File: src/rtl/sdio_arbiter_if.sv
// sdio_arbiter_if
// Groups the request/grant handshake, the bus-switch select and the status
// pulses between two SDIO hosts and the sdio_arbiter.
//   req_a, req_b         level requests from host A / host B
//   gnt_a, gnt_b         ownership grants back to the hosts
//   sdio_cs              bus switch select (0 = A, 1 = B)
//   busy                 arbiter is not idle
//   timeout_a, timeout_b one-cycle pulse when a grant is revoked by timeout
// Modports: master = host side (drives requests), slave = arbiter side.
interface sdio_arbiter_if;
  logic req_a;
  logic req_b;
  logic gnt_a;
  logic gnt_b;
  logic sdio_cs;
  logic busy;
  logic timeout_a;
  logic timeout_b;

  modport master (
    output req_a, req_b,
    input  gnt_a, gnt_b, sdio_cs, busy, timeout_a, timeout_b
  );

  modport slave (
    input  req_a, req_b,
    output gnt_a, gnt_b, sdio_cs, busy, timeout_a, timeout_b
  );
endinterface

File: src/rtl/sdio_arbiter.sv
// sdio_arbiter
// Shares one physical SD card bus between two SDIO hosts. Every change of
// ownership is sequenced as release -> guard idle time -> select change ->
// settle time -> grant, so the card never sees a glitch on clock or command
// during the handover. A hold timeout stops one host starving the other.
// Ports:
//   clk    system clock, rising edge
//   rst_n  asynchronous active-low reset
//   bus    sdio_arbiter_if.slave (requests in; grants, select, status out)
// Parameters:
//   SETTLE_CYCLES   clocks between a select change and the grant (>= 1)
//   GUARD_CYCLES    idle clocks after a grant is removed (>= 1)
//   TIMEOUT_CYCLES  max hold while the other side requests; 0 disables
//   CNT_W           counter width, must hold all three counts above
module sdio_arbiter #(
  parameter int SETTLE_CYCLES  = 4,
  parameter int GUARD_CYCLES   = 8,
  parameter int TIMEOUT_CYCLES = 1000000,
  parameter int CNT_W          = 20
) (
  input logic           clk,
  input logic           rst_n,
  sdio_arbiter_if.slave bus
);

  localparam logic [CNT_W-1:0] SETTLE_LOAD  = CNT_W'(SETTLE_CYCLES - 1);
  localparam logic [CNT_W-1:0] GUARD_LOAD   = CNT_W'(GUARD_CYCLES - 1);
  localparam logic [CNT_W-1:0] TIMEOUT_LAST = CNT_W'(TIMEOUT_CYCLES - 1);
  localparam bit               TIMEOUT_EN   = (TIMEOUT_CYCLES != 0);

  // Side encoding follows sdio_cs: 0 = host A, 1 = host B.
  localparam logic SIDE_A = 1'b0;
  localparam logic SIDE_B = 1'b1;

  typedef enum logic [1:0] {
    IDLE   = 2'd0,
    SETTLE = 2'd1,
    OWN    = 2'd2,
    GUARD  = 2'd3
  } state_t;

  state_t           state, state_next;
  logic             owner, owner_next;
  logic             last_owner, last_owner_next;
  logic [CNT_W-1:0] cnt, cnt_next;
  logic             sdio_cs_q, sdio_cs_next;
  logic             timeout_hit;

  logic gnt_a_q, gnt_b_q, busy_q, timeout_a_q, timeout_b_q;
  logic gnt_a_next, gnt_b_next, busy_next, timeout_a_next, timeout_b_next;

  logic own_req;
  logic other_req;

  assign own_req   = (owner == SIDE_B) ? bus.req_b : bus.req_a;
  assign other_req = (owner == SIDE_B) ? bus.req_a : bus.req_b;

  // State register plus all registered outputs. last_owner resets to B so
  // that A wins the very first tie.
  always_ff @(posedge clk or negedge rst_n) begin
    if (!rst_n) begin
      state       <= IDLE;
      owner       <= SIDE_A;
      last_owner  <= SIDE_B;
      cnt         <= '0;
      sdio_cs_q   <= 1'b0;
      gnt_a_q     <= 1'b0;
      gnt_b_q     <= 1'b0;
      busy_q      <= 1'b0;
      timeout_a_q <= 1'b0;
      timeout_b_q <= 1'b0;
    end else begin
      state       <= state_next;
      owner       <= owner_next;
      last_owner  <= last_owner_next;
      cnt         <= cnt_next;
      sdio_cs_q   <= sdio_cs_next;
      gnt_a_q     <= gnt_a_next;
      gnt_b_q     <= gnt_b_next;
      busy_q      <= busy_next;
      timeout_a_q <= timeout_a_next;
      timeout_b_q <= timeout_b_next;
    end
  end

  // Next-state logic. cnt is shared: settle countdown, hold counter while
  // owning, and guard countdown. The select only moves when leaving IDLE,
  // and the full settle runs even if the select already matches.
  always_comb begin
    state_next      = state;
    owner_next      = owner;
    last_owner_next = last_owner;
    cnt_next        = cnt;
    sdio_cs_next    = sdio_cs_q;
    timeout_hit     = 1'b0;

    case (state)
      IDLE: begin
        if (bus.req_a || bus.req_b) begin
          if (bus.req_a && bus.req_b) begin
            owner_next = ~last_owner;
          end else begin
            owner_next = bus.req_b;
          end
          sdio_cs_next = owner_next;
          cnt_next     = SETTLE_LOAD;
          state_next   = SETTLE;
        end
      end

      SETTLE: begin
        if (!own_req) begin
          last_owner_next = owner;
          cnt_next        = GUARD_LOAD;
          state_next      = GUARD;
        end else if (cnt == '0) begin
          cnt_next   = '0;
          state_next = OWN;
        end else begin
          cnt_next = cnt - 1'b1;
        end
      end

      OWN: begin
        // A release on the same edge as a timeout wins, so it is tested first.
        if (!own_req) begin
          last_owner_next = owner;
          cnt_next        = GUARD_LOAD;
          state_next      = GUARD;
        end else if (TIMEOUT_EN && other_req && (cnt == TIMEOUT_LAST)) begin
          timeout_hit     = 1'b1;
          last_owner_next = owner;
          cnt_next        = GUARD_LOAD;
          state_next      = GUARD;
        end else if (other_req) begin
          if (cnt != '1) begin
            cnt_next = cnt + 1'b1;
          end
        end else begin
          cnt_next = '0;
        end
      end

      GUARD: begin
        if (cnt == '0) begin
          state_next = IDLE;
        end else begin
          cnt_next = cnt - 1'b1;
        end
      end

      default: begin
        state_next = IDLE;
      end
    endcase
  end

  // Output decode, evaluated on the next state so that every output is a
  // plain register with no input-to-output combinational path.
  always_comb begin
    gnt_a_next     = (state_next == OWN) && (owner_next == SIDE_A);
    gnt_b_next     = (state_next == OWN) && (owner_next == SIDE_B);
    busy_next      = (state_next != IDLE);
    timeout_a_next = timeout_hit && (owner == SIDE_A);
    timeout_b_next = timeout_hit && (owner == SIDE_B);
  end

  assign bus.gnt_a     = gnt_a_q;
  assign bus.gnt_b     = gnt_b_q;
  assign bus.sdio_cs   = sdio_cs_q;
  assign bus.busy      = busy_q;
  assign bus.timeout_a = timeout_a_q;
  assign bus.timeout_b = timeout_b_q;

endmodule

File: src/flat_wrapper.sv
// flat-port wrapper written by rule: the top's interface ports become plain ports
module sdio_arbiter_flat 
#(
  parameter int SETTLE_CYCLES  = 4,
  parameter int GUARD_CYCLES   = 8,
  parameter int TIMEOUT_CYCLES = 1000000,
  parameter int CNT_W          = 20
)
  (clk, rst_n, bus_req_a, bus_req_b, bus_gnt_a, bus_gnt_b, bus_sdio_cs, bus_busy, bus_timeout_a, bus_timeout_b);
  sdio_arbiter_if bus_i ();
  input logic clk;
  input logic rst_n;
  input wire logic [$bits(bus_i.req_a)-1:0] bus_req_a;
  input wire logic [$bits(bus_i.req_b)-1:0] bus_req_b;
  output wire logic [$bits(bus_i.gnt_a)-1:0] bus_gnt_a;
  output wire logic [$bits(bus_i.gnt_b)-1:0] bus_gnt_b;
  output wire logic [$bits(bus_i.sdio_cs)-1:0] bus_sdio_cs;
  output wire logic [$bits(bus_i.busy)-1:0] bus_busy;
  output wire logic [$bits(bus_i.timeout_a)-1:0] bus_timeout_a;
  output wire logic [$bits(bus_i.timeout_b)-1:0] bus_timeout_b;
  assign bus_i.req_a = bus_req_a;
  assign bus_i.req_b = bus_req_b;
  assign bus_gnt_a = bus_i.gnt_a;
  assign bus_gnt_b = bus_i.gnt_b;
  assign bus_sdio_cs = bus_i.sdio_cs;
  assign bus_busy = bus_i.busy;
  assign bus_timeout_a = bus_i.timeout_a;
  assign bus_timeout_b = bus_i.timeout_b;
  sdio_arbiter #(.SETTLE_CYCLES(SETTLE_CYCLES), .GUARD_CYCLES(GUARD_CYCLES), .TIMEOUT_CYCLES(TIMEOUT_CYCLES), .CNT_W(CNT_W)) u_core (.clk(clk), .rst_n(rst_n), .bus(bus_i));
endmodule
File: config.mk
export PLATFORM = sky130hd
export DESIGN_NAME = sdio_arbiter_flat
export DESIGN_NICKNAME = d
export VERILOG_FILES = /design/src/rtl/sdio_arbiter_if.sv /design/src/rtl/sdio_arbiter.sv /design/src/flat_wrapper.sv
export SDC_FILE = /design/constraint.sdc
export NUM_CORES = 1
export LEC_CHECK = 0
export BUFFER_PORTS_ARGS = -buffer_cell sky130_fd_sc_hd__buf_2
export CORE_UTILIZATION = 45
export CTS_CLUSTER_DIAMETER = 120
export DETAILED_ROUTE_END_ITERATION = 10
export GPL_TIMING_DRIVEN = 0
export HOLD_SLACK_MARGIN = 0.03
export PLACE_DENSITY_LB_ADDON = 0.2
export SLEW_MARGIN = 40
export SYNTH_ARGS = -nofsm -noshare
export SYNTH_HDL_FRONTEND = slang
export SYNTH_SLANG_ARGS = --single-unit
File: constraint.sdc
create_clock -name clk -period 2.5 [get_ports clk]
set_input_delay 0.5 -clock clk [delete_from_list [all_inputs] [get_ports clk]]
set_output_delay 0.5 -clock clk [all_outputs]
set_load 0.02 [all_outputs]
Yosys cells after proc, flatten, opt, wreduce, memory -nomap -nowiden
Cells that the tools add are included.
- $add $sub $neg: 2
- eq/ne operators: 11
- multiplexer cells: 28
- bitwise logic cells: 3
- reductions and logical operators: 14
- operator list (kind ; count):
    20-bit two-way mux ; 8
    20-bit one-hot mux with 4 select lines ; 1
    20-bit by 1-bit adder with 20-bit output, second input constant ; 1
    20-bit == test, second input constant ; 1
    20-bit zero test ; 1
    20-bit != test, second input constant ; 1
    20-bit by 1-bit subtractor with 20-bit output, second input constant ; 1
    2-bit two-way mux ; 6
    1-bit two-way mux ; 11
    2-bit one-hot mux with 4 select lines ; 1
    2-bit == test, second input constant ; 3
    1-bit logical AND ; 6
    3-bit AND reduction ; 2
    5-bit != test, second input constant ; 1
    2-bit != test, second input constant ; 2
    2-bit nonzero test ; 2
    3-bit != test, second input constant ; 1
    1-bit inverter ; 3
    2-bit by 1-bit == test with 1-bit output, second input constant ; 1
    2-bit zero test ; 1
    2-bit by 1-bit != test with 1-bit output, second input constant ; 1
    1-bit one-hot mux with 2 select lines ; 1
    2-bit AND reduction ; 1
    1-bit logical OR ; 1
- register bits: 30
- output and inout port bits: 6
- word-level logic and storage cells: 68

Logic depth before layout (Yosys ltp)
Gate-level depths: netlist (run 1).
- depth in word-level cells: 7
- mapped depth: 10

Least setup slack after synthesis (run 1)
Ideal clock, no wire load.
- kind: reg-to-reg
- start: register u_core.cnt[0]
- end: register u_core.cnt[0]
- library setup time: 0.126 ns
- arrival: 2.139 ns
- required time: 2.374 ns
- slack: 0.235 ns
- stages on the path, launching flop included: 11
- period minus slack after synthesis: 2.265 ns
- path through: dfrtp_1 -> ha_1 -> nand4_4 -> or4_4 -> buf_6 -> nor3_4 -> or2_1 -> buf_6 -> buf_12 -> nand2_1 -> o31a_2
- cells in the longest elaborated chain, start to end: 6
- elaborated cells between the ends (all ways): 17
- those cells by class: add/sub: 2; eq/ne: 4; mux: 8; reduce/logical: 3
- ends and longest elaborated chain (element ; line ; RTL):
    start: declaration ; sdio_arbiter.sv:45 ; logic [CNT_W-1:0] cnt, cnt_next;
    start signal: assignment ; sdio_arbiter.sv:76 ; cnt <= cnt_next;
    20-bit by 1-bit adder with 20-bit output ; sdio_arbiter.sv:137 ; cnt_next = cnt + 1'b1;
    20-bit two-way mux ; sdio_arbiter.sv:136 ; if (cnt != '1) begin
    20-bit two-way mux ; sdio_arbiter.sv:135 ; end else if (other_req) begin
    20-bit two-way mux ; sdio_arbiter.sv:130 ; end else if (TIMEOUT_EN && other_req && (cnt == TIMEOUT_LAST)) begin
    20-bit two-way mux ; sdio_arbiter.sv:126 ; if (!own_req) begin
    20-bit one-hot mux with 4 select lines ; sdio_arbiter.sv:97 ; case (state)
Parallel ways exist; a longest one is shown, timed or not. The select of a mux whose other input is x is not followed.
A chain may end at the register's enable or synchronous reset.

Final worst setup path (run 1)
- start: register u_core.cnt[6]
- end: register u_core.cnt[3]
- cells in the longest elaborated chain, start to end: 5
- elaborated cells between the ends (all ways): 12
- those cells by class: eq/ne: 4; mux: 5; reduce/logical: 3
- ends and longest elaborated chain (element ; line):
    20-bit == test ; sdio_arbiter.sv:130
    1-bit logical AND ; sdio_arbiter.sv:130
    20-bit two-way mux ; sdio_arbiter.sv:130
    20-bit two-way mux ; sdio_arbiter.sv:126
    20-bit one-hot mux with 4 select lines ; sdio_arbiter.sv:97
Parallel ways exist; a longest one is shown, timed or not.

==> results of run 1 <==
-- worst reg2reg max path: cells and delay by family (launching register included) --
kind	cells	cell delay (ps)
AND/OR/NAND/NOR	2	860
AO/OA/AOI/OAI	4	730
flip-flops	1	410
buffers and inverters	2	360
-- registers in the layout (all words and copies together), names as in the netlist --
register,count
u_core.bus.busy,1
u_core.state,2
u_core.last_owner,1
u_core.bus.timeout_a,1
u_core.bus.timeout_b,1
u_core.bus.gnt_b,1
u_core.bus.sdio_cs,1
u_core.owner,1
u_core.bus.gnt_a,1
u_core.cnt,20
-- logic make-up (layout without fill, tap and decap cells) --
| group | after synthesis | after routing | share of synthesized area |
|---|---|---|---|
| fa+ha+maj | 7 | 7 | 0.03215 |
| mux | 5 | 5 | 0.01929 |
| compound gates | 104 | 104 | 0.2591 |
| xor+xnor | 11 | 11 | 0.03537 |
| simple gates | 125 | 125 | 0.2820 |
| buf+inv | 40 | 61 | 0.09600 |
| flops | 30 | 30 | 0.2761 |
-- stage by stage --
stage	total power [mW]	hold slack, ps	instances	setup WS, ps	instance area [um2]
final	3.580	236.0	415	22.49	3035
after global routing	3.818	300.5	415	-43.27	3035
after CTS	3.468	275.8	412	14.87	2988
after detailed placement	2.974	521.7	403	-180.4	2864
after global placement	2.935	492.7	403	-169.0	2859
after floorplan	2.453	204.4	322	234.8	2724
-- synth_stat cells (3+ instances only) --
cell type	n
a22o_1	4
nand3_1	9
dfrtp_1	29
and4_1	3
xnor2_1	8
or2_2	3
buf_2	3
nand4_1	8
ha_1	7
a22oi_1	4
buf_4	4
nand2_1	23
o21ai_0	25
nand2b_1	4
nor3b_1	4
nor2_1	23
o22ai_1	6
and3_1	5
a21oi_1	25
inv_1	13
buf_6	10
mux2i_1	3
nor4_4	3
or3_1	3
nor3_1	19
o211ai_1	5
clkbuf_1	8
a31oi_1	7
xor2_1	3
-- per-layer routing --
metal,GRT usage,share of wire
met5,0,0
met2,0.3974,0.46
met3,0.05371,0.063
met4,0.08571,0.020
met1,0.3531,0.46
-- path summary, 6_finish.rpt --
path / start / to
worst min register to register: u_core.last_owner / u_core.last_owner
worst max-delay path: u_core.cnt[6] / u_core.cnt[3]
min in group clk: u_core.last_owner / u_core.last_owner
worst min-delay path: rst_n / u_core.bus.sdio_cs
max in group asynchronous: rst_n / u_core.cnt[0]
worst max register to register: u_core.cnt[6] / u_core.cnt[3]
-- layout make-up --
cell class / instances / area [um2] / area share
multi-input combinational: 252 / 1760 / 0.5800
sequential: 30 / 754.5 / 0.2486
buffer: 27 / 215.2 / 0.07090
tap: 72 / 90.09 / 0.02968
clock buffer: 7 / 86.33 / 0.02844
timing repair buffer: 13 / 75.07 / 0.02473
inverter: 13 / 48.80 / 0.01608
clock inverter: 1 / 5.005 / 0.001649
-- what timing repair did --
item	CTS	global route
pin swaps	0	2
endpoints found under the setup margin	17	20
hold buffers	0	0
gates resized for setup	6	4
buffers inserted	1	3
cloned	0	0
-- power by group through the flow --
stage | sequential [mW] | clock [mW] | combinational (mW)
floorplan | 0.778 | 0 | 1.67
global placement | 0.762 | 0 | 2.17
detailed placement | 0.768 | 0 | 2.21
CTS | 0.757 | 0.438 | 2.27
global route | 0.782 | 0.462 | 2.57
finish | 0.768 | 0.435 | 2.38
==> reports/results.txt, run 1 <==
Status = complete, no violations
Tot GR Track Use = 0.2570
Fin. Hold Viols = 0
DR vias/cell = 6.436
Worst stage delay on the critical path = 470 ps
YS warnings = 0
Sum of negative setup slack = 0 ps
VDD IR max = 0.5857 mV
Mapped Cells = 322
CP startpoint kind = flip-flop
Crit. path cell count = 8
Commonest cells after routing, fill and taps aside = dfrtp_1, o21ai_0, a21oi_1, nand2_1, nor2_1
First-pass GRT wire length = 12.28 mm
Post-layout min period = 2478 ps
Vias in the first global route = 2343
Async set or reset register ratio after synthesis = 1.000
Initial core utilization = 0.4799
Drt first pass iters = 5
CP arrival = 2630 ps
Crit-path cells = buf_6 -> nor4bb_2 -> nand4_1 -> o21ai_4 -> buf_6 -> o21ai_0 -> a21oi_1 -> o21ai_0
Clk slew on worst S/H paths = 80 ps
HPWL reported at the end of detailed placement = 5.465 mm
Switch share = 0.4961
Flop pwr share = 0.215
Ys flop type = dfrtp_1
Diode count = 0
Routed WL per cell = 19.01 um
WS Path Type = reg2reg
Worst path bufs/invs = 2
Worst skew pair latency = 300 ps
CTS root buf = clkbuf_8
Period utilization = 0.9910
Slew Viols, Final = 0
Worst Max-Slew Pin Slew = 690.3 ps
Number of I/O pins = 10
H-tree levels = 2
Reg2reg setup slack = 20 ps
Die width = 79.80 um
Core Region = 5675 um2
Total CTS buffers = 5
RSZ-0062 raised after global routing = true
CTS Buffer Depth = 2
Library cells used by synthesis = 66
Internal power = 1.804 mW
Syn Nets = 333
Remaining antenna violation count = 0
Top-area cell type share of the netlist area = 0.2664
Fmax = 403.6 MHz
Crit path max-delay family = simple AND/OR/NAND/NOR gates
Clock sink count = 30
Commonest non-fill, non-tap cell in the layout = dfrtp_1
Cell Pwr Density = 1179 nW/um2
Global route total overflow = 0
EDFF count, synth = 0
Max-cap viol count = 0
Vias post-DR = 2671
#FFs+latches synth = 30
Worst EP required = 2650 ps
Die Y-Extent = 79.80 um
Sequential fraction of the synthesis area = 0.2761
Filler cells = 558
Avg Cell Area, Syn = 8.459 um2
Post-synth top area cell = dfrtp_1
Ranking of synthesized cells by area = dfrtp_1, a21oi_1, o21ai_0
Final net count = 353
Worst rel slew slack = 0.5398
Maximum fanout along the worst path = 10
Post-route DRC = 0
Number of port buffers = 9
NetSw = 1.776 mW
Layout cells sized above 1 = 0.2099
Die area = 6368 um2
CTS tree = built
Synth-to-layout area growth = 11.44%
Static Leak = 1.216 nW
HP Class = in2async
Largest net degree at the start of global routing = 31
Slowest-stage cell, CP = nor4bb_2
Initial antenna violation count = 0
Final Routed Wirelength = 7.890 mm
Final Core Density = 0.5348
Gpl congestion = 0.8930
Row count = 27
Worst Skew = 14.28 ps
Post-Syn Area = 2724 um2
Combinational share of power = 0.664
Setup-failing EPs final = 0
Initial DRC count = 199
R2R depth = 8
Clock group share of total power = 0.121
Crit. End Element = flip-flop
Note: power is estimated with default switching activity, not from simulation.
==> run 2, diff against run 1 <==
Clock period 2.5 ns to 2.3 ns, I/O delays scaled along.
==> reports/results.txt, run 2 (synthesis gave the netlist of run 1 again) <==
Status = complete, but fails checks
Failing checks = negative setup slack
CTS Buffer Depth = 2 (unchanged)
HPWL reported at the end of detailed placement = 5.465 mm (unchanged)
Initial antenna violation count = 0 (unchanged)
Row count = 27 (unchanged)
Slowest-stage cell, CP = dfrtp_1
CTS root buf = clkbuf_8
Clock group share of total power = 0.109 (-0.012)
Area occupied by multi-input gates = 1864 um2 (+5.9%)
Remaining antenna violation count = 0 (unchanged)
Crit path to = u_core.cnt[3]
Static Leak = 1.383 nW (+14%)
Die width = 79.80 um (unchanged)
Flop pwr share = 0.193 (-0.022)
Switch share = 0.4838 (-0.01229)
DR vias/cell = 6.442 (about the same)
Gpl congestion = 0.8930 (unchanged)
Number of port buffers = 9 (unchanged)
Crit. Startpoint = u_core.cnt[6]
Final net count = 377 (+6.8%)
R2R depth = 9 (+1)
Largest registers = u_core.cnt x20, u_core.state x2
Post-layout min period = 2301 ps (-176.9 ps)
Initial DRC count = 297 (+49%)
Total CTS buffers = 5 (unchanged)
Crit-path cells = buf_6 -> buf_4 -> nor4bb_4 -> nand4_1 -> o21ai_4 -> buf_6 -> o21ai_0 -> a21oi_1 -> o21ai_1
Reg2reg setup slack = -0.6 ps (-20 ps)
Worst rel slew slack = 0.5002 (-0.03960)
CP arrival = 2480 ps (-150 ps)
Period utilization = 1.000 (+0.009252)
Dpl cell area = 2864 um2 (unchanged)
Diode count = 0 (unchanged)
Max-cap viol count = 0 (unchanged)
Final Cell Area = 3362 um2 (+11%)
Met3 Use GR = 0.05371 (unchanged)
Vias in the first global route = 2483 (+6.0%)
Global route total overflow = 0 (unchanged)
Worst hold slack = 204.1 ps (-31.87 ps)
Worst skew pair latency = 300 ps (about the same)
Crit. End Element = flip-flop
Worst EP required = 2480 ps (-170 ps)
Combinational share of power = 0.699 (+0.035)
Core Region = 5675 um2 (unchanged)
WS Path Type = reg2reg
Commonest non-fill, non-tap cell in the layout = buf_4
GR peak layer = met2
Worst stage delay on the critical path = 400 ps (-70 ps)
CP most frequent cell = buf_6
Worst Skew = 8.997 ps (-5.287 ps)
Clock sink count = 30 (unchanged)
HP Class = in2async
Filler cells = 510 (-8.6%)
VDD IR max = 0.6328 mV (+8.0%)
Reg2reg start = u_core.cnt[6]
Worst setup margin = -0.5926 ps (-23.08 ps)
Fmax = 434.7 MHz (+7.7%)
Met2 GRT Util = 0.4214 (+0.02393)
NetSw = 2.107 mW (+19%)
RSZ-0062 raised after global routing = true
Clk slew on worst S/H paths = 70 ps (about the same)
Biggest register = u_core.cnt
Fin. Hold Viols = 0 (unchanged)
Commonest cells after routing, fill and taps aside = buf_4, dfrtp_1, a21oi_1, nand2_1, nor2_1
Met1 usage = 0.3684 (+0.01532)
Cell Pwr Density = 1295 nW/um2 (+9.8%)
Initial core utilization = 0.4799 (unchanged)
Slew Viols, Final = 0 (unchanged)
Max FFs per register = 20 (unchanged)
Vias post-DR = 2828 (+5.9%)
Crit. path cell count = 9 (+1)
Final Routed Wirelength = 8.676 mm (+10%)
H-tree levels = 2 (unchanged)
Worst path bufs/invs = 3 (+1)
Die area = 6368 um2 (unchanged)
Largest net degree at the start of global routing = 31 (unchanged)
Drt first pass iters = 5 (unchanged)
Routed WL per cell = 19.76 um (+4.0%)
CTS tree = built
Die Y-Extent = 79.80 um (unchanged)
Tot GR Track Use = 0.2717 (+0.01470)
Internal power = 2.248 mW (+25%)
Layout cells sized above 1 = 0.3106 (+0.1007)
Crit path max-delay family = compound AO/OA/AOI/OAI gates
CP startpoint kind = flip-flop
Reg2reg end = u_core.cnt[3]
Post-route DRC = 0 (unchanged)
Synth-to-layout area growth = 23.43%
Hold_buf cts = 0 (unchanged)
Number of I/O pins = 10 (unchanged)
Worst Max-Slew Pin Slew = 747.0 ps (+56.64 ps)
Maximum fanout along the worst path = 10 (unchanged)
First-pass GRT wire length = 12.95 mm (+5.5%)
Sequential cell area = 757.0 um2 (+0.33%)
Setup-failing EPs final = 1 (+1)
-- run 2: cell types whose count changed in the layout (fill, tap and decap cells not counted), moves of 3 or more --
cell / previous run / this run
o21ai_0: 25 / 19
nor3_2: 1 / 4
nor3_1: 18 / 14
o21ai_1: 0 / 5
buf_4: 9 / 33
clkbuf_1: 9 / 5
-- run 2: what timing repair did --
item / CTS / global route
setup endpoints to repair: 22 / 23
gates resized for setup: 12 / 33
pin swaps: 6 / 12
buffers inserted: 11 / 18
cloned: 0 / 1
-- run 2: layout make-up --
cell class                      instances  share of cell area
Timing Repair Buffer                   39             0.08560
Clock buffer                            7             0.02568
Sequential cell                        30              0.2252
Multi-Input combinational cell        252              0.5545
Tap cell                               72             0.02680
Clock inverter                          1            0.001489
Buffer                                 25             0.06625
Inverter                               13             0.01451
-- run 2: per-stage QoR --
stage / util / setup WS (ps) / TNS (ps) / power [mW] / cells
global placement: 0.5037 / -369.0 / -4956 / 3.191 / 403
global route: 0.5924 / -89.96 / -673.1 / 4.614 / 439
floorplan: - / 34.82 / 0 / 2.666 / 322
CTS: 0.5483 / 9.558 / 0 / 3.953 / 422
detailed placement: 0.5046 / -380.4 / -5170 / 3.232 / 403
finish: 0.5924 / -0.5926 / -0.5926 / 4.355 / 439
-- run 2: worst min-delay path by stage --
| stage | to | slack (ps) | from |
|---|---|---|---|
| after floorplan | u_core.bus.busy | 160 | rst_n |
| after global placement | u_core.last_owner | 490 | u_core.last_owner |
| after detailed placement | u_core.last_owner | 520 | u_core.last_owner |
| after CTS | u_core.bus.sdio_cs | 240 | rst_n |
| after global routing | u_core.bus.sdio_cs | 260 | rst_n |
| final | u_core.bus.sdio_cs | 200 | rst_n |
-- run 2: layer usage --
layer | wire (um) | part of all wire | up-vias
li1 | - | - | 1294
met1 | 3807 | 0.44 | 1370
met3 | 589 | 0.068 | 27
met5 | 0 | 0 | -
met2 | 4054 | 0.47 | 137
met4 | 224 | 0.026 | 0
-- run 2: power groups by stage --
| stage | Combinational (mW) | Clock, mW | Sequential (mW) |
|---|---|---|---|
| after floorplan | 1.82 | 0 | 0.846 |
| after global placement | 2.36 | 0 | 0.828 |
| after detailed placement | 2.40 | 0 | 0.835 |
| after CTS | 2.65 | 0.477 | 0.828 |
| after global routing | 3.26 | 0.502 | 0.853 |
| final | 3.04 | 0.473 | 0.839 |
